==> src/rtl/uart_pkg.sv <==
`default_nettype none
// ============================================================================
// Module      : uart_pkg
// Description : Shared UART types, parameter limits and parity helper used by
//               the receiver and the transmitter.
// Revision    : 1.0 - initial release
// ============================================================================
package uart_pkg;

  // Receiver frame phases. PARITY is only entered when parity is compiled in.
  typedef enum logic [2:0] {
    ST_IDLE   = 3'd0,
    ST_START  = 3'd1,
    ST_DATA   = 3'd2,
    ST_PARITY = 3'd3,
    ST_STOP   = 3'd4
  } uart_rx_state_t;

  // Legal parameter ranges for the UART blocks.
  localparam int unsigned c_DATA_BITS_MIN  = 5;
  localparam int unsigned c_DATA_BITS_MAX  = 9;
  localparam int unsigned c_OVERSAMPLE_MIN = 8;
  localparam int unsigned c_OVERSAMPLE_MAX = 32;
  localparam int unsigned c_STOP_BITS_MIN  = 1;
  localparam int unsigned c_STOP_BITS_MAX  = 2;

  // Parity bit that accompanies a payload: even parity makes the total count
  // of ones even, odd parity makes it odd. Unused upper bits must be zero.
  function automatic logic uart_parity_bit(input logic [15:0] data, input logic odd);
    return (^data) ^ odd;
  endfunction

endpackage
`default_nettype wire

==> src/rtl/uart_rx_sync.sv <==
`default_nettype none
// ============================================================================
// Module      : uart_rx_sync
// Description : Two-flop synchroniser for an asynchronous serial line. Both
//               flops reset to 1 so an idle-high line never looks like a
//               start bit while coming out of reset.
// Revision    : 1.0 - initial release
// ============================================================================
module uart_rx_sync (
  input  logic clk,
  input  logic rst,
  input  logic async_i,
  output logic sync_o
);

  logic meta_q;
  logic sync_q;

  // Two-stage capture of the asynchronous input.
  always_ff @(posedge clk) begin
    if (rst) begin
      meta_q <= 1'b1;
      sync_q <= 1'b1;
    end else begin
      meta_q <= async_i;
      sync_q <= meta_q;
    end
  end

  assign sync_o = sync_q;

endmodule
`default_nettype wire

==> src/rtl/uart_rx_os.sv <==
`default_nettype none
// ============================================================================
// Module      : uart_rx_os
// Description : Oversampling UART receiver. Validates the start bit at its
//               centre, samples every bit at its centre, and presents each
//               frame on a valid/ready handshake with framing, parity and
//               overrun status.
// Options     : UART_RX_PARITY_EN - adds a parity bit after the payload, the
//               parity_odd input and the parity_err check. Without it
//               parity_err is constant 0.
// Revision    : 1.0 - initial release
// ============================================================================
module uart_rx_os
  import uart_pkg::*;
#(
  parameter int unsigned DATA_BITS  = 8,
  parameter int unsigned OVERSAMPLE = 16,
  parameter int unsigned STOP_BITS  = 1
) (
  input  logic                 clk,
  input  logic                 rst,
  input  logic                 rx,
  input  logic                 tick,
`ifdef UART_RX_PARITY_EN
  input  logic                 parity_odd,
`endif
  output logic [DATA_BITS-1:0] rx_data,
  output logic                 rx_valid,
  input  logic                 rx_ready,
  output logic                 frame_err,
  output logic                 parity_err,
  output logic                 overrun,
  output logic                 busy
);

  localparam int unsigned c_SMP_W = $clog2(OVERSAMPLE);
  localparam int unsigned c_BIT_W = $clog2(DATA_BITS + 1);

  // Sample-counter values: half a bit after the start edge, then full bits.
  localparam logic [c_SMP_W-1:0] c_SMP_HALF = c_SMP_W'(OVERSAMPLE / 2 - 1);
  localparam logic [c_SMP_W-1:0] c_SMP_LAST = c_SMP_W'(OVERSAMPLE - 1);
  localparam logic [c_BIT_W-1:0] c_DATA_LAST = c_BIT_W'(DATA_BITS - 1);
  localparam logic [c_BIT_W-1:0] c_STOP_LAST = c_BIT_W'(STOP_BITS - 1);

  // --------------------------------------------------------------------------
  // Line synchroniser
  // --------------------------------------------------------------------------
  logic w_rx_s;

  uart_rx_sync u_sync (
    .clk    (clk),
    .rst    (rst),
    .async_i(rx),
    .sync_o (w_rx_s)
  );

  // --------------------------------------------------------------------------
  // Frame FSM state
  // --------------------------------------------------------------------------
  uart_rx_state_t           state_q,   state_d;
  logic [c_SMP_W-1:0]       smp_cnt_q, smp_cnt_d;
  logic [c_BIT_W-1:0]       bit_cnt_q, bit_cnt_d;
  logic [DATA_BITS-1:0]     shift_q,   shift_d;
  logic                     ferr_acc_q, ferr_acc_d;
  logic                     armed_q,   armed_d;

  // Frame completion strobe and the final status values it carries.
  logic                     w_frame_done;
  logic                     w_ferr_final;
  logic                     w_perr_final;
  logic                     w_smp_edge;

  // A bit-centre sample happens on a tick when the counter reaches its end.
  assign w_smp_edge = tick && (smp_cnt_q == c_SMP_LAST);

`ifdef UART_RX_PARITY_EN
  logic perr_acc_q, perr_acc_d;
  assign w_perr_final = perr_acc_q;
`else
  assign w_perr_final = 1'b0;
`endif

  // Frame-level state registers.
  always_ff @(posedge clk) begin
    if (rst) begin
      state_q    <= ST_IDLE;
      smp_cnt_q  <= '0;
      bit_cnt_q  <= '0;
      shift_q    <= '0;
      ferr_acc_q <= 1'b0;
      armed_q    <= 1'b1;
`ifdef UART_RX_PARITY_EN
      perr_acc_q <= 1'b0;
`endif
    end else begin
      state_q    <= state_d;
      smp_cnt_q  <= smp_cnt_d;
      bit_cnt_q  <= bit_cnt_d;
      shift_q    <= shift_d;
      ferr_acc_q <= ferr_acc_d;
      armed_q    <= armed_d;
`ifdef UART_RX_PARITY_EN
      perr_acc_q <= perr_acc_d;
`endif
    end
  end

  // Next-state logic: start validation, centre sampling and stop checking.
  always_comb begin
    state_d      = state_q;
    smp_cnt_d    = smp_cnt_q;
    bit_cnt_d    = bit_cnt_q;
    shift_d      = shift_q;
    ferr_acc_d   = ferr_acc_q;
    w_frame_done = 1'b0;
    w_ferr_final = ferr_acc_q;
`ifdef UART_RX_PARITY_EN
    perr_acc_d   = perr_acc_q;
`endif

    case (state_q)
      ST_IDLE: begin
        // A break that ended the previous frame must return high before
        // a new start edge is accepted.
        if (tick && !w_rx_s && armed_q) begin
          state_d    = ST_START;
          smp_cnt_d  = '0;
          bit_cnt_d  = '0;
          ferr_acc_d = 1'b0;
`ifdef UART_RX_PARITY_EN
          perr_acc_d = 1'b0;
`endif
        end
      end

      ST_START: begin
        if (tick) begin
          if (smp_cnt_q == c_SMP_HALF) begin
            // Line back high at mid start bit: a glitch, drop silently.
            smp_cnt_d = '0;
            state_d   = w_rx_s ? ST_IDLE : ST_DATA;
          end else begin
            smp_cnt_d = smp_cnt_q + c_SMP_W'(1);
          end
        end
      end

      ST_DATA: begin
        if (tick) begin
          if (w_smp_edge) begin
            smp_cnt_d = '0;
            // LSB arrives first, so shift right and insert at the top.
            shift_d   = {w_rx_s, shift_q[DATA_BITS-1:1]};
            if (bit_cnt_q == c_DATA_LAST) begin
              bit_cnt_d = '0;
`ifdef UART_RX_PARITY_EN
              state_d   = ST_PARITY;
`else
              state_d   = ST_STOP;
`endif
            end else begin
              bit_cnt_d = bit_cnt_q + c_BIT_W'(1);
            end
          end else begin
            smp_cnt_d = smp_cnt_q + c_SMP_W'(1);
          end
        end
      end

`ifdef UART_RX_PARITY_EN
      ST_PARITY: begin
        if (tick) begin
          if (w_smp_edge) begin
            smp_cnt_d  = '0;
            perr_acc_d = (w_rx_s != uart_parity_bit(16'(shift_q), parity_odd));
            state_d    = ST_STOP;
          end else begin
            smp_cnt_d = smp_cnt_q + c_SMP_W'(1);
          end
        end
      end
`endif

      ST_STOP: begin
        if (tick) begin
          if (w_smp_edge) begin
            smp_cnt_d    = '0;
            ferr_acc_d   = ferr_acc_q | ~w_rx_s;
            w_ferr_final = ferr_acc_q | ~w_rx_s;
            if (bit_cnt_q == c_STOP_LAST) begin
              bit_cnt_d    = '0;
              w_frame_done = 1'b1;
              state_d      = ST_IDLE;
            end else begin
              bit_cnt_d = bit_cnt_q + c_BIT_W'(1);
            end
          end else begin
            smp_cnt_d = smp_cnt_q + c_SMP_W'(1);
          end
        end
      end

      default: begin
        state_d = ST_IDLE;
      end
    endcase
  end

  // Break suppression: disarm when a frame ends on a low line, re-arm on high.
  always_comb begin
    armed_d = armed_q;
    if (w_frame_done && !w_rx_s) begin
      armed_d = 1'b0;
    end else if (w_rx_s) begin
      armed_d = 1'b1;
    end
  end

  // --------------------------------------------------------------------------
  // Output holding register and handshake
  // --------------------------------------------------------------------------
  logic [DATA_BITS-1:0] rx_data_q,    rx_data_d;
  logic                 rx_valid_q,   rx_valid_d;
  logic                 frame_err_q,  frame_err_d;
  logic                 parity_err_q, parity_err_d;
  logic                 overrun_q,    overrun_d;

  // Load a finished frame if the holding register is free this cycle,
  // otherwise keep the old frame and flag the loss.
  always_comb begin
    rx_data_d    = rx_data_q;
    rx_valid_d   = rx_valid_q && !rx_ready;
    frame_err_d  = frame_err_q;
    parity_err_d = parity_err_q;
    overrun_d    = 1'b0;

    if (w_frame_done) begin
      if (!rx_valid_q || rx_ready) begin
        rx_data_d    = shift_q;
        rx_valid_d   = 1'b1;
        frame_err_d  = w_ferr_final;
        parity_err_d = w_perr_final;
      end else begin
        overrun_d = 1'b1;
      end
    end
  end

  // Output registers.
  always_ff @(posedge clk) begin
    if (rst) begin
      rx_data_q    <= '0;
      rx_valid_q   <= 1'b0;
      frame_err_q  <= 1'b0;
      parity_err_q <= 1'b0;
      overrun_q    <= 1'b0;
    end else begin
      rx_data_q    <= rx_data_d;
      rx_valid_q   <= rx_valid_d;
      frame_err_q  <= frame_err_d;
      parity_err_q <= parity_err_d;
      overrun_q    <= overrun_d;
    end
  end

  assign rx_data    = rx_data_q;
  assign rx_valid   = rx_valid_q;
  assign frame_err  = frame_err_q;
  assign parity_err = parity_err_q;
  assign overrun    = overrun_q;
  assign busy       = (state_q != ST_IDLE);

endmodule
`default_nettype wire
==> config.mk <==
export PLATFORM = sky130hd
export DESIGN_NAME = uart_rx_os
export DESIGN_NICKNAME = d
export VERILOG_FILES = /design/src/rtl/uart_pkg.sv /design/src/rtl/uart_rx_sync.sv /design/src/rtl/uart_rx_os.sv
export SDC_FILE = /design/constraint.sdc
export NUM_CORES = 1
export LEC_CHECK = 0
export ABC_AREA = 1
export CORE_MARGIN = 2
export CORE_UTILIZATION = 30
export DETAILED_ROUTE_END_ITERATION = 6
export PLACE_DENSITY = 0.44
export SYNTH_ARGS = -nofsm -noshare
export SYNTH_HDL_FRONTEND = slang
export SYNTH_SLANG_ARGS = --single-unit
==> constraint.sdc <==
create_clock -name clk -period 3 [get_ports clk]
set_clock_uncertainty 0.05 [all_clocks]
set_input_delay 0.9 -clock clk [delete_from_list [all_inputs] [get_ports clk]]
set_output_delay 0.9 -clock clk [all_outputs]
set_load 0.01 [all_outputs]
After elaboration in Yosys (flattened, before gate mapping)
Index checks and enable logic that the tools add are counted.

word-level totals
  bits in registers = 34
  word-level logic and storage cells = 95
  input port bits = 5

operators by class
  add/sub/neg operators = 2
  bitwise gates (word level) = 3
  equal/unequal tests = 16
  muxes and demuxes = 38
  reduce and logical (&&, ||, !) cells = 24

operator list
  cell                   count
  $mux W4                11
  $mux W3                9
  $pmux W4 S3            2
  $ne A2 B2 Y1 const B   9
  $mux W1                13
  $pmux W3 S4            1
  $reduce_and A9 Y1      1
  $reduce_bool A3 Y1     3
  $add A4 B1 Y4 const B  2
  $eq A4 B3 Y1 const B   2
  $reduce_and A6 Y1      1
  $logic_and A1 B1 Y1    5
  $eq A4 B4 Y1 const B   1
  $logic_not A4 Y1       1
  $reduce_and A2 Y1      2
  $reduce_and A4 Y1      1
  $reduce_bool A2 Y1     2
  $reduce_or A2 Y1       2
  $eq A3 B1 Y1 const B   1
  $eq A3 B2 Y1 const B   1
  $eq A3 B3 Y1 const B   1
  $logic_not A1 Y1       3
  $logic_not A3 Y1       1
  $reduce_and A3 Y1      1
  other kinds (6)        7

Logic depth before layout (Yosys ltp)
  depth in word-level cells = 7
  depth in mapped cells = 11

Hierarchy
Synthesis repeated with hierarchy kept, for this count alone.

second synthesis, totals
  cell total of the unflattened synthesis = 229
  area, all modules = 1,665.3 µm²

modules (own cells, without submodules)
  module        area each (µm²)  times used  cells each  seq. area each (µm²)
  uart_rx_os    1,606.5          1           222         640.6
  uart_rx_sync  58.8             1           7           40.0

Worst setup path before layout
No wires, ideal clock.

  path kind = input port to flip-flop
  from = input tick
  to = register frame_err_q, in the netlist frame_err
  arrival time = 1.612 ns
  path slack = 1.226 ns
  library setup time = 0.112 ns
  cell stages on the path = 6
  path buffers = 1
  data required time = 2.838 ns
  cells stage by stage = inv_2 nor3_4 nand4_4 buf_6 o21ai_2 nor2_2

between the ends
  cells in the longest elaborated chain, start to end = 5
  elaborated cells between the ends (all ways) = 8

ends and longest elaborated chain
  element                      RTL line           RTL
  start: declaration           uart_rx_os.sv:23   input logic tick,
  $logic_and A1 B1 Y1          uart_rx_os.sv:74   assign w_smp_edge = tick && (smp_cnt_q == c_SMP_LAST);
  $mux W1                      uart_rx_os.sv:186  if (w_smp_edge) begin
  $mux W1                      uart_rx_os.sv:185  if (tick) begin
  $mux W1                      uart_rx_os.sv:121  case (state_q)
  $reduce_and A2 Y1 (no line)  -
  end signal: assignment       uart_rx_os.sv:260  frame_err_q <= frame_err_d;
  end: declaration             uart_rx_os.sv:224  logic frame_err_q, frame_err_d;

Parallel ways exist; a longest one is shown, timed or not.
A chain may end at the register's enable or synchronous reset.

Worst setup path in the final report
  from = register state_q[1]
  to = output busy

between the ends
  cells in the longest elaborated chain, start to end = 1

ends and longest elaborated chain
  element                   RTL line           RTL
  start: declaration        uart_rx_os.sv:60   uart_rx_state_t state_q, state_d;
  start signal: assignment  uart_rx_os.sv:96   state_q <= state_d;
  $reduce_bool A3 Y1        uart_rx_os.sv:271  assign busy = (state_q != ST_IDLE);
  end: declaration          uart_rx_os.sv:33   output logic busy

Every way passes these cells.

==> flow_summary_export.csv <==
group,metric,value,unit
worst_hold_path,hold_path_depth,1,
cells_and_area,layout_common_cells,"nor2_1 (38), dfxtp_1 (34), nand2_1 (28)",
floorplan,die_height,78.2,um
sta,setup_slack,546,ps
routing,drc,0,
critical_path,worstPathArrival,1500,ps
routing,drtPass1Iterations,4,
cts,clk-insertion-delay-late,280,ps
synthesis,synth-edff-count,0,
synthesis,synth.area.mux_share,0,%
synthesis,syn_nets,231,
sta,final-hold-violation-count,0,
routing,routed_wl,3.34,mm
place,place_ws,437,ps
synthesis,synth_top_cell_area_share,41.2,%
cts,h-tree-depth,2,
place,io_buffer_count,16,
sta,min_period,2450,ps
floorplan,row_count,27,
cells_and_area,fin_area,1970,sq um
synthesis,yosys-top-cells-area,"dfxtp_1 (41%), nor2_1 (8.6%), nand2_1 (6.4%), o21ai_0 (6.4%), inv_1 (5.5%)",
sta,whs,360,ps
global_route,antenna_found_initial,0,
cts,cts_sinks,34,
place,dp.final_hpwl,2.43,mm
worst_hold_path,worstHoldEndpoint,"u_sync.sync_o$_SDFF_PP1_",
place,placedInstanceArea,1880,sq um
critical_path,crit_type,"reg2out",
cts,clock-root-buffer,"clkbuf_8",
sta,finalCritPeriodShare,81.8,%
synthesis,syn_area,1650,sq um
critical_path,crit_required,2050,ps
global_route,grt_start_max_net_pins,28,
global_route,grtUsageTotal,12.3,%
sta,fmax,408,MHz
sta,rsz0062_at_grt,"false",
power_and_ir_drop,irDropWorstVdd,0.528,mV
sta,final-setup-viol-count,0,
critical_path,r2r_slack,1350,ps
critical_path,reg2reg_from,"smp_cnt_q[0]$_SDFFE_PP0P_",
synthesis,synth_flop_cell,"dfxtp_1",
floorplan,die_w,78.2,um
sta,tns,0,ps
cells_and_area,layout.nets,250,
synthesis,synth.yosys.seq_area_share,41.2,%
routing,drt_iter0_markers,70,
cts,cts_made_buffers,5,
routing,dr_total_vias,1359,
worst_hold_path,min-delay-start,"u_sync.meta_q$_SDFF_PP1_",
worst_hold_path,hold_class,"reg2reg",
outcome,outcome,"finished, final reports clean",
global_route,grt_overflow_total,0,
synthesis,synth_top_family_by_area,"simple AND/OR/NAND/NOR gates",
critical_path,worst_r2r_endpoint,"shift_q[0]$_SDFFE_PP0P_",
synthesis,yosysUniqueCellTypes,32,
critical_path,cp-end-kind,"output port",
cells_and_area,final_common_cell,"nor2_1",
synthesis,synth_compound_area_share,15.1,%
synthesis,synth_adder_area_share,2.27,%
routing,routed_via_density,4.31,
routing,post_drt_wl_per_cell,10.6,um
routing,antenna_left,0,
floorplan,fp.dieArea,6110,sq um
cells_and_area,area_growth,19.3,%
cts,clockBufferDepth,2,
global_route,grt_first_pass_wirelength,5.88,mm
place,finalWeightedCongestion,0.808,
floorplan,ios,18,
floorplan,coreArea,5410,sq um
job,max_cap_violations,0,
cts,cts_tree,"yes",
global_route,grt_pass1_vias,1279,
sta,slew_viol_final,0,
synthesis,yosys.area.top_type,"dfxtp_1",
synthesis,syn_area_per_cell,7.41,sq um
critical_path,r2r_cells,8,
cts,cts_resized,0,
critical_path,crit_path_start,"state_q[1]$_SDFFE_PP0P_",
synthesis,syn_inst,223,
cts,postCtsSetupRepairBufs,0,
cts,path_clk_slew,70,ps
power_and_ir_drop,p_leak,0.836,nW
synthesis,synth-simple-area-share,31.4,%
synthesis,synthArstFlopShare,0,%
cells_and_area,drive_above_1_share,15.2,%
critical_path,crit_fanout,6,
power_and_ir_drop,power_per_cell_area,830,nW/um^2
synthesis,synth_xor_area_share,0.530,%
synthesis,ys_ff_latch,34,
cells_and_area,num_antenna_cells,0,
critical_path,cp-start-kind,"flop",
cts,postCtsHoldBufs,0,
synthesis,yosysWarnings,0,
floorplan,initial_utilization,30.6,%
## cell usage after synthesis, drive strengths merged (2+ instances only)
library cell / n
inv: 31
nand3: 17
clkbuf: 2
o21ai: 23
a21oi: 16
buf: 3
or2: 2
nor2: 43
nand2: 36
ha: 3
dfxtp: 34
nand4: 4
## worst max-delay path by stage
stage / to
detailed placement: rx_data[1]$_SDFFE_PP0P_
CTS: busy
global placement: rx_data[6]$_SDFFE_PP0P_
floorplan: frame_err$_SDFFE_PP0P_
finish: busy
global route: busy
## state kept, by name, summed over array words and instances, names as in the netlist
register       cells
rx_data            8
shift_q            8
bit_cnt_q          4
smp_cnt_q          4
state_q            3
armed_q            1
ferr_acc_q         1
frame_err          1
overrun            1
rx_valid           1
u_sync.meta_q      1
u_sync.sync_o      1
## report_power, final
group / switching (mW) / leakage, nW / internal, mW / total [mW]
combinational: 0.460 / 0.513 / 0.249 / 0.708
sequential: 0.0681 / 0.276 / 0.504 / 0.572
clock: 0.171 / 0.0472 / 0.184 / 0.356
total: 0.699 / 0.836 / 0.937 / 1.64
## worst max-delay path: stages (launching register included)
cell,delay (ps)
dfxtp_1,470
nor2_4,90
nand2_1,110
clkdlybuf4s50_1,550
## metal layers
layer	global-route usage (%)	part of all wire, %
met5	0	0
met4	4.74	1.5
met3	3.91	3.3
met2	17.9	41
met1	16.9	55
## metrics by stage
stage | utilization, % | total power [mW] | cells
after floorplan | - | 1.14 | 223
after global placement | 34.7 | 1.31 | 307
after detailed placement | 34.7 | 1.30 | 307
after CTS | 36.5 | 1.67 | 315
after global routing | 36.5 | 1.80 | 315
final | 36.5 | 1.64 | 315
## cells by family (layout without fill, tap and decap cells)
kind of cell    Yosys count  in the layout
simple gates            103            103
buf+inv                  37             57
fa+ha+maj                 3              3
compound gates           44             44
other cells               1              1
flops                    34             34
xor+xnor                  1              1
## final cells by class
cell class	count	area, sq um
inverters	32	120
multi-input cells	152	817
clock buffers	6	82.6
well taps	72	90.1
fillers	606	3430
flip-flops and latches	34	681
repair buffers	17	168
clock inverters	2	12.5
(Power assumes the default switching activity.)
